File: src/rtl/viterbi_dec_hard_1_2.sv
// Hard-decision rate-1/2 Viterbi decoder: full-parallel ACS with register-exchange survivors.
// Optional VITERBI_ERRCNT_EN adds err_cnt, the accumulated Hamming distance of the best path.
module viterbi_dec_hard_1_2 #(
  parameter int         K        = 4,
  parameter logic [7:0] G0_OCT   = 8'o17,
  parameter logic [7:0] G1_OCT   = 8'o13,
  parameter int         TB_DEPTH = 20,
  parameter int         PM_W     = 6
) (
  input  logic        clk,
  input  logic        rst,
  input  logic        start,
  input  logic        in_valid,
  input  logic [1:0]  in_sym,
  output logic        in_ready,
  input  logic        flush,
  output logic        out_valid,
  output logic        out_bit,
`ifdef VITERBI_ERRCNT_EN
  output logic [15:0] err_cnt,
`endif
  output logic        busy
);

  localparam int M     = K - 1;
  localparam int NS    = 1 << M;
  localparam int D     = TB_DEPTH;
  localparam int CNT_W = $clog2(D + 1);
  localparam int IDX_W = $clog2(D);

  localparam logic [PM_W-1:0]  PM_MAX   = '1;
  localparam logic [K-1:0]     G0M      = G0_OCT[K-1:0];
  localparam logic [K-1:0]     G1M      = G1_OCT[K-1:0];
  localparam logic [CNT_W-1:0] FILL_MAX = CNT_W'(D);
  localparam logic [CNT_W-1:0] TAP_FILL = CNT_W'(D - 1);

  typedef enum logic [1:0] {
    IDLE  = 2'd0,
    RUN   = 2'd1,
    FLUSH = 2'd2
  } state_t;

  state_t           state_q;
  logic [PM_W-1:0]  pm_q     [NS];
  logic [D-1:0]     surv_q   [NS];
  logic [M-1:0]     best_q;
  logic [CNT_W-1:0] fill_q;
  logic [CNT_W-1:0] rem_q;
  logic [D-1:0]     frz_q;
  logic             out_valid_q;
  logic             out_bit_q;

  logic [PM_W-1:0]  pm_acs   [NS];
  logic [PM_W-1:0]  pm_d     [NS];
  logic [D-1:0]     surv_d   [NS];
  logic [PM_W-1:0]  min_pm;
  logic [M-1:0]     best_d;
  logic [D-1:0]     best_surv;
  logic [CNT_W-1:0] fill_d;
  logic [CNT_W-1:0] fill_post;
  logic [CNT_W-1:0] rem_init;
  logic [CNT_W-1:0] rem_m1;
  logic             acc;

  function automatic logic [PM_W-1:0] sat_add(input logic [PM_W-1:0] a, input logic [1:0] b);
    logic [PM_W:0] s;
    s = {1'b0, a} + (PM_W+1)'(b);
    return s[PM_W] ? PM_MAX : s[PM_W-1:0];
  endfunction

  // One add-compare-select per destination state s'; predecessors are {s'[M-2:0], x}.
  for (genvar gi = 0; gi < NS; gi++) begin : g_acs
    localparam int P0 = (gi << 1) % NS;
    localparam int P1 = P0 + 1;
    localparam int BI = (gi >> (M - 1)) & 1;
    localparam logic [K-1:0] R0 = K'((BI << M) | P0);
    localparam logic [K-1:0] R1 = K'((BI << M) | P1);
    localparam logic [1:0]   S0 = {^(R0 & G0M), ^(R0 & G1M)};
    localparam logic [1:0]   S1 = {^(R1 & G0M), ^(R1 & G1M)};

    logic [1:0]      bm0;
    logic [1:0]      bm1;
    logic [PM_W-1:0] c0;
    logic [PM_W-1:0] c1;
    logic            sel;
    logic [D-1:0]    sw;

    assign bm0 = {1'b0, in_sym[1] ^ S0[1]} + {1'b0, in_sym[0] ^ S0[0]};
    assign bm1 = {1'b0, in_sym[1] ^ S1[1]} + {1'b0, in_sym[0] ^ S1[0]};
    assign c0  = sat_add(pm_q[P0], bm0);
    assign c1  = sat_add(pm_q[P1], bm1);
    // Strict compare: a tie keeps the x=0 predecessor.
    assign sel = (c1 < c0);
    assign pm_acs[gi] = sel ? c1 : c0;
    assign sw         = sel ? surv_q[P1] : surv_q[P0];
    assign surv_d[gi] = {sw[D-2:0], 1'(BI)};
    assign pm_d[gi]   = pm_acs[gi] - min_pm;
  end

  // Lowest index wins among equal minima.
  always_comb begin
    min_pm = pm_acs[0];
    best_d = '0;
    for (int i = 1; i < NS; i++) begin
      if (pm_acs[i] < min_pm) begin
        min_pm = pm_acs[i];
        best_d = M'(i);
      end
    end
  end

  assign best_surv = surv_d[best_d];
  assign acc       = in_valid && (state_q == RUN);
  assign fill_d    = (fill_q == FILL_MAX) ? fill_q : fill_q + 1'b1;
  assign fill_post = acc ? fill_d : fill_q;
  assign rem_init  = (fill_post > TAP_FILL) ? TAP_FILL : fill_post;
  assign rem_m1    = rem_q - 1'b1;

  always_ff @(posedge clk) begin
    if (rst) begin
      state_q     <= IDLE;
      out_valid_q <= 1'b0;
      out_bit_q   <= 1'b0;
      fill_q      <= '0;
      rem_q       <= '0;
      frz_q       <= '0;
      best_q      <= '0;
      for (int i = 0; i < NS; i++) begin
        pm_q[i]   <= '0;
        surv_q[i] <= '0;
      end
    end else if (start) begin
      state_q     <= RUN;
      out_valid_q <= 1'b0;
      fill_q      <= '0;
      rem_q       <= '0;
      best_q      <= '0;
      for (int i = 0; i < NS; i++) begin
        pm_q[i]   <= (i == 0) ? '0 : PM_MAX;
        surv_q[i] <= '0;
      end
    end else begin
      out_valid_q <= 1'b0;
      case (state_q)
        RUN: begin
          if (acc) begin
            pm_q   <= pm_d;
            surv_q <= surv_d;
            fill_q <= fill_d;
            best_q <= best_d;
            if (fill_q >= TAP_FILL) begin
              out_valid_q <= 1'b1;
              out_bit_q   <= best_surv[D-1];
            end
          end
          if (flush) begin
            // Freeze the best survivor; the bits still younger than the tap drain from it.
            frz_q   <= acc ? best_surv : surv_q[best_q];
            rem_q   <= rem_init;
            state_q <= (rem_init == '0) ? IDLE : FLUSH;
          end
        end
        FLUSH: begin
          out_valid_q <= 1'b1;
          out_bit_q   <= frz_q[rem_m1[IDX_W-1:0]];
          rem_q       <= rem_m1;
          if (rem_q == CNT_W'(1)) begin
            state_q <= IDLE;
          end
        end
        default: begin
          state_q <= IDLE;
        end
      endcase
    end
  end

`ifdef VITERBI_ERRCNT_EN
  logic [15:0] err_q;
  logic [16:0] err_sum;

  // After normalisation the previous best metric is zero, so min_pm is this symbol's increment.
  assign err_sum = {1'b0, err_q} + 17'(min_pm);

  always_ff @(posedge clk) begin
    if (rst || start) begin
      err_q <= '0;
    end else if (acc) begin
      err_q <= err_sum[16] ? 16'hFFFF : err_sum[15:0];
    end
  end

  assign err_cnt = err_q;
`endif

  assign in_ready  = (state_q == RUN);
  assign busy      = (state_q != IDLE);
  assign out_valid = out_valid_q;
  assign out_bit   = out_bit_q;

endmodule

File: config.mk
export PLATFORM = sky130hd
export DESIGN_NAME = viterbi_dec_hard_1_2
export DESIGN_NICKNAME = d
export VERILOG_FILES = /design/src/rtl/viterbi_dec_hard_1_2.sv
export SDC_FILE = /design/constraint.sdc
export NUM_CORES = 1
export LEC_CHECK = 0
export ABC_AREA = 1
export CAP_MARGIN = 25
export CORE_UTILIZATION = 30
export CTS_CLUSTER_SIZE = 16
export DETAILED_ROUTE_END_ITERATION = 10
export DONT_BUFFER_PORTS = 1
export GPL_TIMING_DRIVEN = 0
export PLACE_DENSITY_LB_ADDON = 0.3
export RECOVER_POWER = 25
export SLEW_MARGIN = 20
export SYNTH_ARGS = -nofsm -noshare
export SYNTH_HDL_FRONTEND = slang
export SYNTH_SLANG_ARGS = --single-unit
File: constraint.sdc
create_clock -name clk -period 32.5 [get_ports clk]
set_input_delay 4.875 -clock clk [delete_from_list [all_inputs] [get_ports clk]]
set_output_delay 4.875 -clock clk [all_outputs]
set_load 0.1 [all_outputs]
==> results.cfg, run 1 <==
[clock_tree]
cts_tree = yes
root_buffer = clkbuf_16
cts_hold_buf = 0
clock_sinks = 230
clk_latency_ns = 0.60
clk_pin_slew_ns = 0.06
cts_resized = 0
cts.path.max_buffers = 3
post_cts_buffers = 0
cts-buffers-inserted = 29
h-tree-depth = 1

[global_routing]
grt_start_max_net_pins = 15
grt_pass1_vias = 21600
grt_use_total_pct = 26.1
overflow = 0
antenna_found_initial = 1
grt_first_pass_wirelength_um = 137000

[layout]
register_area_um2 = 4600
antenna_cells = 0
area_growth_syn_to_layout_pct = 9.88
final_layout_size_suffix_gt1_share_pct = 6.78
multiInputGateArea_um2 = 13300
nets = 3575
n_fill_cell = 7642

[setup_path]
arrival_ns = 18.92
cpPeakStageDelay_ns = 0.58
path_max_fanout = 10
crit_type = input pin to flop
cp.required_ns = 33.01
setup.worst_path.end_class = flop
worstSetupStartpointType = input pin
cpMostUsedCell = ha_1
cp_slowest_cell = o21ai_0

[timing]
fin_crit_ns = 18.41
timing.hold.ws_ns = 0.472
finClkSkew_ns = 0.0262
setup_violations = 0
finalCritPeriodShare_pct = 56.7
relSlewSlack_pct = 17.4
slew_viol_final = 0
grt_setup_unrepaired = no
hold_viol = 0
clock.fmax_mhz = 54.3
fin_tns_setup_ns = 0
tightest_slew_ns = 1.24

[synth]
synthTopCellsByArea = dfxtp_1, nand2_1, inv_1, o21ai_0, ha_1
postSynthAreaPerCell_um2 = 6.08
synth_fp_nets = 3538
ys.flop_type = dfxtp_1
ys_seq_area_share_pct = 22.2
ys_ff_latch = 230
synth_warnings = 0
mappedNetlistArea_um2 = 20700
post-synth-top-area-fraction_pct = 22.2
syn_inst = 3408
synth_edf_count = 0
synth_cell_types = 64
synthArstFlopShare_pct = 0
yosysTopAreaCell = dfxtp_1

[die]
ioPinCount = 11
die_y_um = 265
num_rows = 95
initial_core_util_pct = 30.6
die_w_um = 265
core_area_um2 = 67800
dieArea_um2 = 70100

[routing]
ant_nets = 0
routed_wirelength_um = 93500
via_count = 23500
drcViolationCount = 0
first_pass_iters = 6
drtIter0Drc = 2576
viasPerCell = 5.42
wl_per_cell_um = 21.6

[placement]
gp_congestion = 1.01
portBuffers = 0
dpl.hpwl_um = 73400

[run_status]
status = finished, final reports clean

[hold_path]
hold_path.class = flop to flop

[flow_run]
drv_cap = 0
-- stage by stage --
stage          setup slack (ns)  cells  area, µm²  util [%]
2_1_floorplan             16.35   3408      20700         -
6_report                  14.09   4339      22800      33.6
5_1_grt                   13.18   4339      22800      33.6
4_1_cts                   14.45   4337      22800      33.7
3_5_place_dp              13.86   4285      21800      32.2
3_3_place_gp              13.12   4281      21800      32.2
-- area by class of cell --
| cell class | instances | share of cell area, % |
|---|---|---|
| tap | 873 | 4.80 |
| clock inverter | 9 | 0.473 |
| clock buffer | 43 | 3.77 |
| buffer | 166 | 3.42 |
| inverter | 522 | 8.64 |
| multi-input combinational | 2490 | 58.5 |
| timing repair buffer | 6 | 0.176 |
| sequential | 230 | 20.2 |
-- metal layers --
metal	wire length (µm)	vias up	global-route usage, %
met2	40200	1104	41.1
met1	38900	10900	33.3
met3	7610	304	3.98
met5	68	-	0.554
met4	6820	4	16.3
li1	-	11200	-
-- cell families (layout without fill, tap and decap cells) --
kind of cell,after synthesis,in the layout,synth area share (%)
AOI/OAI and AO/OA,859,859,24.0
xor gates and xnor gates,35,35,1.48
DFF,230,230,22.2
adders and majority gates,123,123,7.72
and+or+nand+nor,1467,1467,30.9
muxes,6,6,0.290
buffers and inverters,688,746,13.4
-- synthesized netlist by cell type, types with 8 or more instances --
cell type,number
nand3_2,12
o21ai_1,18
dfxtp_1,230
nor2_1,209
o21ai_0,362
a21oi_1,232
fa_1,8
inv_1,487
inv_2,26
o21a_1,13
buf_1,12
nor3_1,11
o211ai_1,138
clkbuf_1,99
a31oi_1,15
nor2_4,11
xnor2_1,10
xor2_1,25
or2_2,25
buf_6,9
ha_1,115
o21bai_1,16
nand3_1,233
nor2_2,11
nand2_1,872
nand3b_1,11
o22ai_1,19
nand4_1,19
buf_2,26
buf_4,15
nand2_2,30
-- cell usage in the layout, fill, tap and decap left out, drive strengths merged, types with 2 or more instances in the layout --
cell,instances
nor3,13
o21a,13
o211ai,138
clkinv,10
a32o,4
dfxtp,230
a22oi,5
or2,31
a21boi,8
and2,2
bufinv,2
o21ai,385
inv,517
nand3b,11
a221oi,4
clkbuf,151
o221ai,2
fa,8
xnor2,10
a31o,2
dlygate4sd1,3
mux2i,6
nor2,231
ha,115
buf,61
a211oi,2
nand2,906
o21bai,17
xor2,25
nand3,252
nand4,19
clkinvlp,2
a31oi,15
a21oi,238
o31ai,3
o22ai,19
-- flip-flops by register name (all words and copies together), names as in the netlist --
| signal | count |
|---|---|
| surv_q | 145 |
| pm_q | 48 |
| frz_q | 20 |
| fill_q | 5 |
| rem_q | 5 |
| best_q | 3 |
| state_q | 2 |
| out_bit | 1 |
| out_valid | 1 |
-- critical path, delay by kind of cell --
kind                     cells  cell delay [ns]
adder cells (fa/ha/maj)     13             3.86
AND/OR/NAND/NOR             36             3.91
AO/OA/AOI/OAI               13             3.74
XOR/XNOR                     1             0.20
buffers and inverters       16             2.25
-- final timing paths --
kind         startpoint  endpoint  slack [ns]  depth (start not counted)
min reg2reg    pm_q[18]  pm_q[18]        0.47                          2
max           in_sym[0]   pm_q[4]       14.09                         79
max reg2reg    pm_q[25]   pm_q[4]       18.51                         78
min            pm_q[18]  pm_q[18]        0.47                          2
Power of run 1 is not shown: default switching activity piles up to over one toggle a cycle in this logic, so the estimate is an artifact.
==> inputs of run 2 (changes only) <==
==> constraint.sdc (replaced) <==
create_clock -name clk -period 16.4 [get_ports clk]
set_input_delay 2.46 -clock clk [delete_from_list [all_inputs] [get_ports clk]]
set_output_delay 2.46 -clock clk [all_outputs]
set_load 0.1 [all_outputs]
==> results.cfg, run 2 (same netlist as run 1, synthesis figures left out) <==
[clock_tree]
cts.path.max_buffers = 3
h-tree-depth = 1
clk_pin_slew_ns = 0.06
cts_resized = 0
root_buffer = clkbuf_16
cts_hold_buf = 0
clock_sinks = 230
post_cts_buffers = 0
clk_latency_ns = 0.60
cts_tree = yes
cts-buffers-inserted = 29

[hold_path]
hold_path.class = flop to flop
hold_path_depth = 2
worstHoldEndpoint = surv_q[101]
worstHoldStart = surv_q[101]

[routing]
viasPerCell = 5.43
drtIter0Drc = 2710
ant_nets = 0
wl_per_cell_um = 21.6
drcViolationCount = 0
routed_wirelength_um = 93600
first_pass_iters = 6
via_count = 23600

[layout]
nets = 3575
largest_reg_flops = 145
post-route-util_pct = 33.6
area_growth_syn_to_layout_pct = 9.96
n_fill_cell = 7638
final_cell_mix = nand2_1, inv_1, o21ai_0
final_layout_size_suffix_gt1_share_pct = 6.90
regMostFlops = surv_q
multiInputGateArea_um2 = 13300
final_common_cell = nand2_1
register_area_um2 = 4600
reg_top3 = surv_q (145), pm_q (48), frz_q (20)

[die]
ioPinCount = 11
die_y_um = 265
initial_core_util_pct = 30.6
dieArea_um2 = 70100
die_w_um = 265
num_rows = 95
core_area_um2 = 67800

[setup_path]
cp.required_ns = 16.91
cp_slowest_cell = or3b_2
reg2reg_from = pm_q[25]
path_max_fanout = 10
crit_type = input pin to flop
setup.worst_path.end_class = flop
ff2ff_setup_slack_ns = 2.90
worstSetupStartpointType = input pin
cpMostUsedCell = ha_1
arrival_ns = 16.03
reg2reg_depth = 78
timing.rr.end = pm_q[4]
cpPeakStageDelay_ns = 0.51

[global_routing]
grt_start_max_net_pins = 15
overflow = 0
grt_first_pass_wirelength_um = 137000
grt_use_total_pct = 26.1
grt_pass1_vias = 21600
antenna_found_initial = 1

[timing]
hold_viol = 0
grt_setup_unrepaired = no
slew_viol_final = 0
tightest_slew_ns = 1.24
finalCritPeriodShare_pct = 94.7
relSlewSlack_pct = 17.5
fin_crit_ns = 15.52
fin_tns_setup_ns = 0
clock.fmax_mhz = 64.4
setup_violations = 0
finClkSkew_ns = 0.0264
timing.hold.ws_ns = 0.471

[placement]
portBuffers = 0
dpl.hpwl_um = 73400
gp_congestion = 1.01

[run_status]
status = finished, final reports clean

[flow_run]
drv_cap = 0
-- run 2: cell types whose count changed in the layout (fill, tap and decap cells not counted), sizes merged --
cell,delta
buf,+1
clkbuf,-1
diode,+1
-- run 2: worst max path at each step --
stage / end / startpoint / slack (ns) / cells past startpoint
final: pm_q[4] / in_sym[0] / 0.88 / 79
after global routing: pm_q[16] / in_sym[0] / 0.02 / 80
after CTS: pm_q[4] / in_sym[0] / 0.76 / 79
after detailed placement: pm_q[14] / in_sym[0] / 0.17 / 76
after floorplan: pm_q[40] / in_sym[0] / 2.66 / 76
after global placement: pm_q[40] / in_sym[0] / -0.57 / 77
-- run 2: area by class of cell --
| cell class | instances | area share [%] |
|---|---|---|
| multi-input cells | 2490 | 58.5 |
| flip-flops and latches | 230 | 20.2 |
| inverters | 522 | 8.64 |
| well taps | 873 | 4.80 |
| clock buffers | 43 | 3.77 |
| plain buffers | 166 | 3.43 |
| clock inverters | 9 | 0.472 |
| repair buffers | 6 | 0.176 |
| diodes | 1 | 0.0110 |
-- run 2: per-layer routing --
metal	track usage [%]	wire length (µm)
met5	0.554	57
met4	16.3	6750
met3	3.98	7440
met2	41.1	40400
met1	33.3	39000
-- run 2: metrics by stage --
stage	instances	worst slack [ns]	area [µm²]
finish	4340	0.876	22800
global route	4339	0.0158	22800
floorplan	3408	2.66	20700
detailed placement	4285	0.174	21800
CTS	4337	0.761	22800
global placement	4281	-0.570	21800
-- run 2: worst max-delay path: cells and delay by family --
family	cells	cell delay (ns)
AOI/OAI and AO/OA	13	3.54
xor gates and xnor gates	1	0.20
adders and majority gates	13	3.84
buffers and inverters	16	2.07
and+or+nand+nor	36	3.83
Power of run 2 is left out for the same reason.
==> inputs of run 3 (changes only) <==
--- a/config.mk
+++ b/config.mk
@@ -5,7 +5,6 @@
 export SDC_FILE = /design/constraint.sdc
 export NUM_CORES = 1
 export LEC_CHECK = 0
-export ABC_AREA = 1
 export CAP_MARGIN = 25
 export CORE_UTILIZATION = 30
 export CTS_CLUSTER_SIZE = 16
==> results.cfg, run 3 <==
[setup_path]
crit_type = input pin to flop
cp.required_ns = 16.88
worstSetupStartpointType = input pin
reg2reg_from = pm_q[45]
path_max_fanout = 8
cpMostUsedCell = ha_4
crit_buf_inv = 7
cpPeakStageDelay_ns = 0.44
cp_slowest_cell = o41a_1
crit_start = in_sym[0]
setup.worst_path.end_class = flop
arrival_ns = 17.16
cpLargestDelayFamily = compound AO/OA/AOI/OAI gates

[global_routing]
grt_use_total_pct = 23.0
use_met2_pct = 36.2
grt_start_max_net_pins = 14
grt_first_pass_wirelength_um = 120000
grt_util_met3_pct = 3.69
antenna_found_initial = 0
grt_pass1_vias = 19500
use_met1_pct = 30.2
overflow = 0
gr-max-usage-layer = met2

[synth]
postSynthAreaPerCell_um2 = 8.16
yosysMostFrequentCell = nor2_1
synthTopCellsByArea = dfxtp_1, mux2i_1, ha_1, nor2_1, a211oi_1
synth_common_cells = nor2_1, dfxtp_1, mux2i_1, nand2_1, a211oi_1
synth_cell_types = 105
synth_fp_nets = 2581
ys_ff_latch = 230
mappedNetlistArea_um2 = 20000
ys.flop_type = dfxtp_1
synthArstFlopShare_pct = 0
synth_edf_count = 0
ys_seq_area_share_pct = 23.0
yosysTopAreaCell = dfxtp_1
synth_warnings = 0
syn_inst = 2451
post-synth-top-area-fraction_pct = 23.0

[hold_path]
hold_path.class = flop to flop
worstHoldStart = frz_q[3]

[timing]
finClkSkew_ns = 0.0189
slew_viol_final = 0
finalCritPeriodShare_pct = 102
fin_tns_setup_ns = -3.19
tightest_slew_ns = 1.19
worst_slack_ns = -0.281
relSlewSlack_pct = 20.8
clock.fmax_mhz = 59.9
setup_violations = 26
fin_crit_ns = 16.68
hold_viol = 0
grt_setup_unrepaired = yes

[layout]
regMostFlops = surv_q
final_common_cell = nor2_1
largest_reg_flops = 145
final_cell_mix = nor2_1, dfxtp_1, mux2i_1
antenna_cells = 0
area_growth_syn_to_layout_pct = 20.5
fin_cells = 3484
reg_top3 = surv_q (145), pm_q (48), frz_q (20)
nets = 2729
final_layout_size_suffix_gt1_share_pct = 19.0

[run_status]
violations = negative setup slack
status = finished with violations

[routing]
drcViolationCount = 0
first_pass_iters = 8
drtIter0Drc = 2082
via_count = 20400
wl_per_cell_um = 23.3
viasPerCell = 5.85
routed_wirelength_um = 81000
ant_nets = 0

[placement]
portBuffers = 0
dp.cells = 3319
dpl.hpwl_um = 60000
gp_congestion = 0.962

[die]
ioPinCount = 11
dieArea_um2 = 67700
core_area_um2 = 65900
die_y_um = 260
initial_core_util_pct = 30.4
num_rows = 94
die_w_um = 260

[clock_tree]
clk_pin_slew_ns = 0.07
h-tree-depth = 1
root_buffer = clkbuf_16
cts_hold_buf = 0
cts-buffers-inserted = 28
cts_tree = yes
clk_latency_ns = 0.58
clock_sinks = 230
cts.path.max_buffers = 3

[flow_run]
drv_cap = 0
## run 3: worst paths after layout
check / endpoint / slack (ns) / cells past startpoint
worst max-delay path: pm_q[34] / -0.28 / 74
worst min-delay path: frz_q[3] / 0.47 / 2
worst max register to register: pm_q[34] / 1.38 / 72
worst min register to register: frz_q[3] / 0.47 / 2
## run 3: cells by family (layout without fill, tap and decap cells)
logic type               Yosys count  after routing  share of synthesized area, %
AO/OA/AOI/OAI                    670            670                          23.0
XOR/XNOR                          85             85                          3.72
adder cells (fa/ha/maj)          138            138                          8.77
buffers and inverters            279            448                          5.57
flip-flops                       230            230                          23.0
multiplexers                     318            318                          19.0
AND/OR/NAND/NOR                  731            731                          17.0
## run 3: metal layers
metal,vias up,share of wire [%]
met2,955,45
met3,234,7.3
met5,-,0
met1,9870,43
li1,9318,-
met4,0,5.4
## run 3: worst reg2reg max path: cells and delay by family (launching register included)
kind | cells | cell delay (ns)
adders and majority gates | 13 | 3.37
and+or+nand+nor | 22 | 3.73
muxes | 5 | 1.60
AOI/OAI and AO/OA | 25 | 4.76
DFF | 1 | 0.61
buffers and inverters | 7 | 0.84
## run 3: cell type report
cell class / count / area (µm²)
clock inverter: 12 / 90.1
clock buffer: 39 / 833
multi-input combinational: 1942 / 15300
fill: 6750 / 41800
timing repair buffer: 121 / 963
inverter: 103 / 407
tap: 864 / 1080
buffer: 173 / 833
sequential: 230 / 4600
## run 3: repair_timing
item,in CTS,in global routing
gates resized for setup,58,126
endpoints found under the setup margin,72,70
pin swaps,26,71
buffers inserted,36,75
## run 3: through the flow
| stage | util, % | hold WS (ns) | instance area [µm²] | worst slack (ns) |
|---|---|---|---|---|
| 2_1_floorplan | - | 0.433 | 20300 | -0.206 |
| 3_3_place_gp | 32.5 | 0.461 | 21400 | -2.47 |
| 3_5_place_dp | 32.6 | 0.454 | 21500 | -2.27 |
| 4_1_cts | 34.8 | 0.468 | 22900 | 0.00518 |
| 5_1_grt | 36.6 | 0.514 | 24100 | -0.800 |
| 6_report | 36.6 | 0.470 | 24100 | -0.281 |
Power of run 3 is left out for the same reason.
